$ cat src/rtl/spram_pkg.sv
// spram_pkg: shared constants and types for the single-port RAM responder.
//   - default geometry (AW/DW/DEPTH)
//   - write-collision mode encodings for the WR_MODE parameter
//   - controller state encoding
package spram_pkg;

  localparam int SPRAM_AW    = 5;
  localparam int SPRAM_DW    = 8;
  localparam int SPRAM_DEPTH = 32;

  // WR_MODE encodings: what the read port shows on a write access
  localparam int WRITE_FIRST = 0;  // new write data
  localparam int READ_FIRST  = 1;  // previous contents of the word
  localparam int NO_CHANGE   = 2;  // read port holds

  typedef enum logic {
    ST_INIT = 1'b0,  // post-reset zero-fill sweep
    ST_RUN  = 1'b1   // serving accesses
  } spram_state_e;

endpackage

$ cat src/rtl/spram_rd_pipe.sv
// spram_rd_pipe: RD_LAT-deep read-data/valid delay line.
//   clk, rst_n  : clock, async active-low reset (clears every stage)
//   in_ld       : stage-1 data register loads in_data (otherwise holds)
//   in_vld      : read-valid entering the pipe
//   in_data     : word from the array read or write-mode bypass
//   out_vld     : valid after RD_LAT cycles
//   out_data    : data after RD_LAT cycles
module spram_rd_pipe #(
  parameter int DW     = 8,
  parameter int RD_LAT = 1
) (
  input  logic          clk,
  input  logic          rst_n,
  input  logic          in_ld,
  input  logic          in_vld,
  input  logic [DW-1:0] in_data,
  output logic          out_vld,
  output logic [DW-1:0] out_data
);

  logic [RD_LAT:1]         vld_pipe;
  logic [RD_LAT:1][DW-1:0] data_pipe;

  // Only stage 1 has a hold condition. Later stages copy every cycle, so they
  // replay stage 1's held value and the output still holds between reads.
  always_ff @(posedge clk or negedge rst_n) begin
    if (!rst_n) begin
      vld_pipe  <= '0;
      data_pipe <= '0;
    end else begin
      vld_pipe[1] <= in_vld;
      if (in_ld) data_pipe[1] <= in_data;
      for (int i = 2; i <= RD_LAT; i++) begin
        vld_pipe[i]  <= vld_pipe[i-1];
        data_pipe[i] <= data_pipe[i-1];
      end
    end
  end

  assign out_vld  = vld_pipe[RD_LAT];
  assign out_data = data_pipe[RD_LAT];

endmodule

$ cat src/rtl/spram_rsp.sv
// spram_rsp: single-port RAM responder, behavioural stand-in for a vendor BRAM.
//   clk, rst_n     : clock, async active-low reset
//   ram_en         : access enable, sampled at posedge
//   ram_wr_H_rd_L  : 1 = write, 0 = read
//   ram_addr       : word address (AW bits)
//   ram_wr_data    : write data (DW bits)
//   ram_rd_data    : read data, RD_LAT cycles after the access; holds otherwise
//   rd_valid       : strobe aligned with data returned by a read
//   init_done      : high once the post-reset zero-fill has completed
//   addr_err       : strobe one cycle after an access with ram_addr >= DEPTH
//   wr_cnt, rd_cnt : saturating counts of accepted writes / reads
module spram_rsp
  import spram_pkg::*;
#(
  parameter int AW      = SPRAM_AW,
  parameter int DW      = SPRAM_DW,
  parameter int DEPTH   = SPRAM_DEPTH,
  parameter int RD_LAT  = 1,
  parameter int WR_MODE = WRITE_FIRST,
  parameter int CW      = 16
) (
  input  logic          clk,
  input  logic          rst_n,
  input  logic          ram_en,
  input  logic          ram_wr_H_rd_L,
  input  logic [AW-1:0] ram_addr,
  input  logic [DW-1:0] ram_wr_data,
  output logic [DW-1:0] ram_rd_data,
  output logic          rd_valid,
  output logic          init_done,
  output logic          addr_err,
  output logic [CW-1:0] wr_cnt,
  output logic [CW-1:0] rd_cnt
);

  logic [DW-1:0] mem [DEPTH];

  spram_state_e  state_q, state_d;
  logic [AW-1:0] ptr_q;

  logic          in_range, acc, wr_acc, rd_acc;
  logic [DW-1:0] mem_rd;
  logic          pipe_ld, pipe_vld;
  logic [DW-1:0] pipe_data;

  // One extra bit so DEPTH == 2^AW compares correctly.
  assign in_range = {1'b0, ram_addr} < (AW+1)'(DEPTH);
  assign acc      = (state_q == ST_RUN) && ram_en;
  assign wr_acc   = acc &&  ram_wr_H_rd_L;
  assign rd_acc   = acc && !ram_wr_H_rd_L;
  // Out-of-range addresses are masked below, never consumed.
  assign mem_rd   = mem[ram_addr];

  // ---------------- controller FSM ----------------
  always_ff @(posedge clk or negedge rst_n) begin
    if (!rst_n) begin
      state_q <= ST_INIT;
      ptr_q   <= '0;
    end else begin
      state_q <= state_d;
      if (state_q == ST_INIT) ptr_q <= ptr_q + 1'b1;
    end
  end

  always_comb begin
    state_d = state_q;
    case (state_q)
      ST_INIT: if (ptr_q == AW'(DEPTH-1)) state_d = ST_RUN;
      ST_RUN:  state_d = ST_RUN;
      default: state_d = ST_INIT;
    endcase
  end

  assign init_done = (state_q == ST_RUN);

  // ---------------- array ----------------
  // No reset on the array itself; the INIT sweep zeroes it after every reset.
  always_ff @(posedge clk) begin
    if (state_q == ST_INIT)       mem[ptr_q]    <= '0;
    else if (wr_acc && in_range)  mem[ram_addr] <= ram_wr_data;
  end

  // ---------------- read-port source ----------------
  // Reads always produce data (zero when out of range). Writes only feed the
  // read port in write-first / read-first modes, and never assert valid.
  always_comb begin
    pipe_ld   = 1'b0;
    pipe_vld  = 1'b0;
    pipe_data = '0;
    if (rd_acc) begin
      pipe_ld   = 1'b1;
      pipe_vld  = 1'b1;
      pipe_data = in_range ? mem_rd : '0;
    end else if (wr_acc && in_range) begin
      case (WR_MODE)
        WRITE_FIRST: begin pipe_ld = 1'b1; pipe_data = ram_wr_data; end
        READ_FIRST:  begin pipe_ld = 1'b1; pipe_data = mem_rd;      end
        default:     pipe_ld = 1'b0;
      endcase
    end
  end

  spram_rd_pipe #(.DW(DW), .RD_LAT(RD_LAT)) u_rd_pipe (
    .clk      (clk),
    .rst_n    (rst_n),
    .in_ld    (pipe_ld),
    .in_vld   (pipe_vld),
    .in_data  (pipe_data),
    .out_vld  (rd_valid),
    .out_data (ram_rd_data)
  );

  // ---------------- range error + counters ----------------
  always_ff @(posedge clk or negedge rst_n) begin
    if (!rst_n) begin
      addr_err <= 1'b0;
      wr_cnt   <= '0;
      rd_cnt   <= '0;
    end else begin
      addr_err <= acc && !in_range;
      if (wr_acc && (wr_cnt != '1)) wr_cnt <= wr_cnt + 1'b1;
      if (rd_acc && (rd_cnt != '1)) rd_cnt <= rd_cnt + 1'b1;
    end
  end

endmodule

$ cat config.mk
export PLATFORM = sky130hd
export DESIGN_NAME = spram_rsp
export DESIGN_NICKNAME = d
export VERILOG_FILES = /design/src/rtl/spram_pkg.sv /design/src/rtl/spram_rd_pipe.sv /design/src/rtl/spram_rsp.sv
export SDC_FILE = /design/constraint.sdc
export NUM_CORES = 1
export LEC_CHECK = 0
export BUFFER_PORTS_ARGS = -buffer_cell sky130_fd_sc_hd__buf_2
export CORE_ASPECT_RATIO = 1.75
export CORE_MARGIN = 10
export CORE_UTILIZATION = 55
export DETAILED_ROUTE_END_ITERATION = 8
export PLACE_DENSITY = 0.74
export SYNTH_ARGS = -nofsm -noshare
export SYNTH_HDL_FRONTEND = slang
export SYNTH_SLANG_ARGS = --single-unit
$ cat constraint.sdc
create_clock -name clk -period 2.9 [get_ports clk]
set_clock_uncertainty 0.15 [all_clocks]
set_input_delay 0.58 -clock clk [delete_from_list [all_inputs] [get_ports clk]]
set_output_delay 0.58 -clock clk [all_outputs]
set_load 0.1 [all_outputs]
-- Yosys cells after proc, flatten, opt, wreduce, memory -nomap -nowiden
Memory sizes are Yosys's and may differ from the RTL's. A register that Yosys moved wholly into a read port is not among the register bits.
Index checks and enable logic that the tools add are counted.
- bits in registers: 39
- bits in latches: 0
- RAM bits: 256
- bits in read-only memories: 0
- output and inout port bits: 43
- memories: 1
- add/subtract/negate cells: 3
- multiply operators: 0
- divide/modulo/power cells: 0
- order comparisons: 0
- eq/ne operators: 3
- shift operators: 0
- multiplexer cells: 11
- bitwise operators: 1
- reductions and logical operators: 8
- memories (name ; words ; bits a word ; rd ports ; clocked after memory_dff ; write ports ; line ; RTL):
    mem ; 32 ; 8 ; 1 ; 1 ; 1 ; spram_rsp.sv:36 ; logic [DW-1:0] mem [DEPTH];
- operator list (kind ; count):
    adder 16 x 1 -> 16 bit, second input constant ; 2
    != test 16 bit, second input constant ; 2
    two-way mux 1 bit ; 8
    two-way mux 8 bit ; 1
    OR reduction 8 bit ; 1
    adder 5 x 1 -> 5 bit, second input constant ; 1
    equality test 5 bit, second input constant ; 1
    logical AND 1 bit ; 5
    two-way mux 5 bit ; 1
    logical NOT 1 bit ; 2
    one-hot mux 1 bit (2 select lines) ; 1
    inverter 1 bit ; 1

-- Depth between registers and ports, before layout
- depth after elaboration: 7
- mapped depth: 8
- mapped depth without buffers: 5

-- Hierarchy
Synthesis repeated with hierarchy kept, for this count alone.
- cells, all modules: 704
- area, all modules: 12360.6 um^2
- by module, submodules not included (module ; instances ; cells an instance ; area each (um^2) ; seq. area each (um^2)):
    spram_rsp ; 1 ; 686 ; 12004.0 ; 8638.3
    spram_rd_pipe ; 1 ; 18 ; 356.6 ; 225.2

-- Least setup slack after synthesis
No wires, ideal clock.
- path type: reg-to-reg
- start point: register state_q (netlist: init_done)
- end point: register u_rd_pipe.data_pipe (netlist bit u_rd_pipe.out_data[0]), read port of mem
- arrival: 2.713 ns
- path slack: -0.049 ns
- stages on the path, launching flop included: 7
- buffers on the path: 2
- period minus slack after synthesis: 2.949 ns
- path through: dfrtp_1 -> buf_2 -> nand2_1 -> clkbuf_1 -> nor2_1 -> a211oi_1 -> a32oi_1
- longest elaborated chain between the ends: 4
- elaborated cells between the ends (all ways): 5
- classes of those cells: mux (2); reduce/logical (3)
- RTL lines (item ; line ; RTL):
    from (decl) ; spram_rsp.sv:38 ; spram_state_e state_q, state_d;
    from (signal assigned) ; spram_rsp.sv:60 ; state_q <= state_d;
    logical AND 1 bit (*) ; spram_rsp.sv:48 ; assign acc = (state_q == ST_RUN) && ram_en;
    logical AND 1 bit ; spram_rsp.sv:49 ; assign wr_acc = acc && ram_wr_H_rd_L;
    two-way mux 1 bit ; spram_rsp.sv:94 ; end else if (wr_acc && in_range) begin
    two-way mux 1 bit (*) ; spram_rsp.sv:90 ; if (rd_acc) begin
    to (decl) ; spram_rd_pipe.sv:22 ; logic [RD_LAT:1][DW-1:0] data_pipe;
Mark *: on every way between the ends. The rest lies on a longest branch, timed or not.
A chain may end at the register's enable or synchronous reset.

-- Final worst setup path
- start point: register state_q (netlist: init_done)
- end point: output init_done
- RTL lines (item ; line ; RTL):
    to (decl) ; spram_rsp.sv:30 ; output logic init_done,
No word-level cell between the ends.

==> metrics.txt <==
Root Driver=clkbuf_16; post-synthesis register bit count=303; Period minus WS final=2560 ps; RSZ-0062 raised after global routing=no; sw frac=0.264; setup_tns=0 ps; core area=22,700 sq um; Sink Count=303; f_max=0.390 GHz; power per cell area=638 nW/um^2; clock latency on the worst-skew pair=550 ps; Sequential Area=8860 sq um; routed vias/inst=6.08; post-DP HPWL=20.1 mm; largest net degree at the start of global routing=33; P_leak=5.60 nW; Post-Place Cells=1,127; Logic pwr share=0.122; syn avg cell area=16.9 sq um; Final Worst Setup Slack=335 ps; first-pass GRT wire length=45.1 mm; GRT overflow=0; fin cells=1,170; Post-layout nets=876; Max VDD drop=0.000368 V; Slew Limit Fails=0; final cycle utilization of the critical path=0.884; Seq pwr share=0.534; DIE HEIGHT=220 um; vias in the first global route=7,549; Placer Congestion=0.938; TritonCTS Buffers=25; setup slack, reg-to-reg=460 ps; Pre-Repair DR Iteration Count=5; drt wl/cell=25.1 um; reg2reg start=init_done; MaxCap Viol Count=0; Slew HR=0.216; Ys Warns=0; Psw=0.00240 W; Critical Path Start Type=register; Syn Nets=763; CTS tree=yes; DRC violations left=0; DR top layer=met5; Die X=134 um; diode count=0; initial antenna violation count=1; count of final setup violators=0; outcome=finished clean; IO Count=60; worst hold path class=in -> async; IO Port Bufs=58; worst slew pin tran=1180 ps; critical path peak fanout=12; pre-CTS WS=286 ps; most frequent cells in the layout=256 x edfxtp_1, 65 x buf_4, 57 x buf_2; Worst Reg2Reg Path Length in Cells=5; Post-Syn Area=12,600 sq um; initial core utilization=0.554; footprint of the multi-input gates=3450 sq um; number of H-tree levels=1; Async SR Flop Fraction=0.155; critical path's top delay family=buffers and inverters; final hold vios=0; register area share after synthesis=0.706; Reg2Reg Capture Point=mem[20][7]; worst path cell trace=buf_4 > buf_2; most common cell after layout, fill and taps aside=edfxtp_1; CTS Buffer Depth=3; Final ANT Viol Nets=0; Worst-path clk slew=60 ps; Critical Path Max Stage Delay=590 ps; Layout area overhead=13.7%; fraction of layout instances using a drive strength above 1=0.267; CP Capture Type=primary output; CP required=2170 ps; Worst Setup SP=init_done; Rows=73; die area=29,500 sq um; # resized after CTS=0; arrival time worst endpoint=1830 ps; Via Count=7,117; WL met3=2.02 mm; metal1 wirelength=10.3 mm; clock share of power=0.345; fillcell total=1,630; setup bufs post-CTS=0; final design utilization=0.630; Slowest-stage cell, CP=dfrtp_1; WP buf/inv=2; DR WL met2=15.4 mm; Gate Count Post-Synth=742; Total Wirelength=29.4 mm; synth unique cells=49; initial drt markers=734; critical path class=reg -> out; most common flop cell mapped by yosys=edfxtp_1; worst hold slack=345 ps; Int Pwr=0.00671 W; Total Routing Usage GR=0.202; EDFF count, synth=256
[cell families (layout without fill, tap and decap cells)]
family,count (synthesis),count (layout),synth area share
mux,106,106,0.135
simple gates,164,164,0.0632
fa+ha+maj,4,4,0.00399
compound gates,90,90,0.0489
other cells,1,1,0.000299
xor+xnor,31,31,0.0216
buf+inv,43,171,0.0207
flops,303,303,0.706
[power by group through the flow]
stage | logic, W | registers (W) | clock network (W)
floorplan | 0.000346 | 0.00544 | 0
global placement | 0.00108 | 0.00495 | 0
detailed placement | 0.00110 | 0.00496 | 0
CTS | 0.00111 | 0.00486 | 0.00319
global route | 0.00116 | 0.00487 | 0.00337
finish | 0.00111 | 0.00486 | 0.00314
[Yosys cell counts, drive strengths merged (8+ instances only)]
cell type	count	area share
nand2	50	0.015
clkbuf	14	0.0044
nor2	45	0.013
mux2	21	0.019
a21oi	27	0.011
and3	9	0.0045
buf	25	0.015
nand3	9	0.0036
mux4	48	0.087
a31oi	8	0.0040
nand4	11	0.0055
nand2b	14	0.0070
xnor2	24	0.017
mux2i	37	0.029
dfrtp	47	0.094
o211ai	12	0.0072
a22oi	9	0.0054
edfxtp	256	0.61
a32oi	9	0.0063
a211oi	9	0.0054
[per-stage QoR]
stage / power (W) / area (sq um)
5_1_grt: 0.00940 / 14300
3_5_place_dp: 0.00606 / 13500
3_3_place_gp: 0.00603 / 13500
2_1_floorplan: 0.00579 / 12600
6_report: 0.00911 / 14300
4_1_cts: 0.00916 / 14300
[layer usage]
layer  GRT usage  vias to the layer above
met5           0                        -
met4       0.112                        2
met3      0.0372                       93
met2       0.361                      325
met1       0.222                     3565
li1            -                     3132
[state kept, by name (all words and copies together) (netlist names)]
name	cells
wr_cnt	16
init_done	1
rd_cnt	16
ptr_q	5
u_rd_pipe.out_vld	1
u_rd_pipe.out_data	8
mem	256
[worst reg2reg max path: cells and delay by family (launching register included)]
family / cells / cell delay, ps
compound gates: 1 / 890
buf+inv: 1 / 220
flops: 1 / 530
simple gates: 3 / 410
[cell type report]
type | instances | area share
multi-input combinational | 396 | 0.242
clock inverter | 13 | 0.00719
tap | 300 | 0.0263
inverter | 4 | 0.00105
sequential | 303 | 0.621
clock buffer | 29 | 0.0449
timing repair buffer | 125 | 0.0577
[how the worst max path moves through the flow]
stage / end / depth (start not counted) / slack [ps]
after floorplan: u_rd_pipe.out_data[0] / 6 / -50
after global placement: mem[4][5] / 6 / 290
after detailed placement: mem[20][7] / 6 / 290
after CTS: init_done / 2 / 340
after global routing: mem[14][4] / 5 / 270
final: init_done / 2 / 340
[what timing repair did]
action | 4_1_cts | 5_1_grt
setup endpoints to repair | 0 | 0
hold endpoints to repair | 17 | 0
hold buffers | 1 | 0
Note: power is estimated with default switching activity, not from simulation.
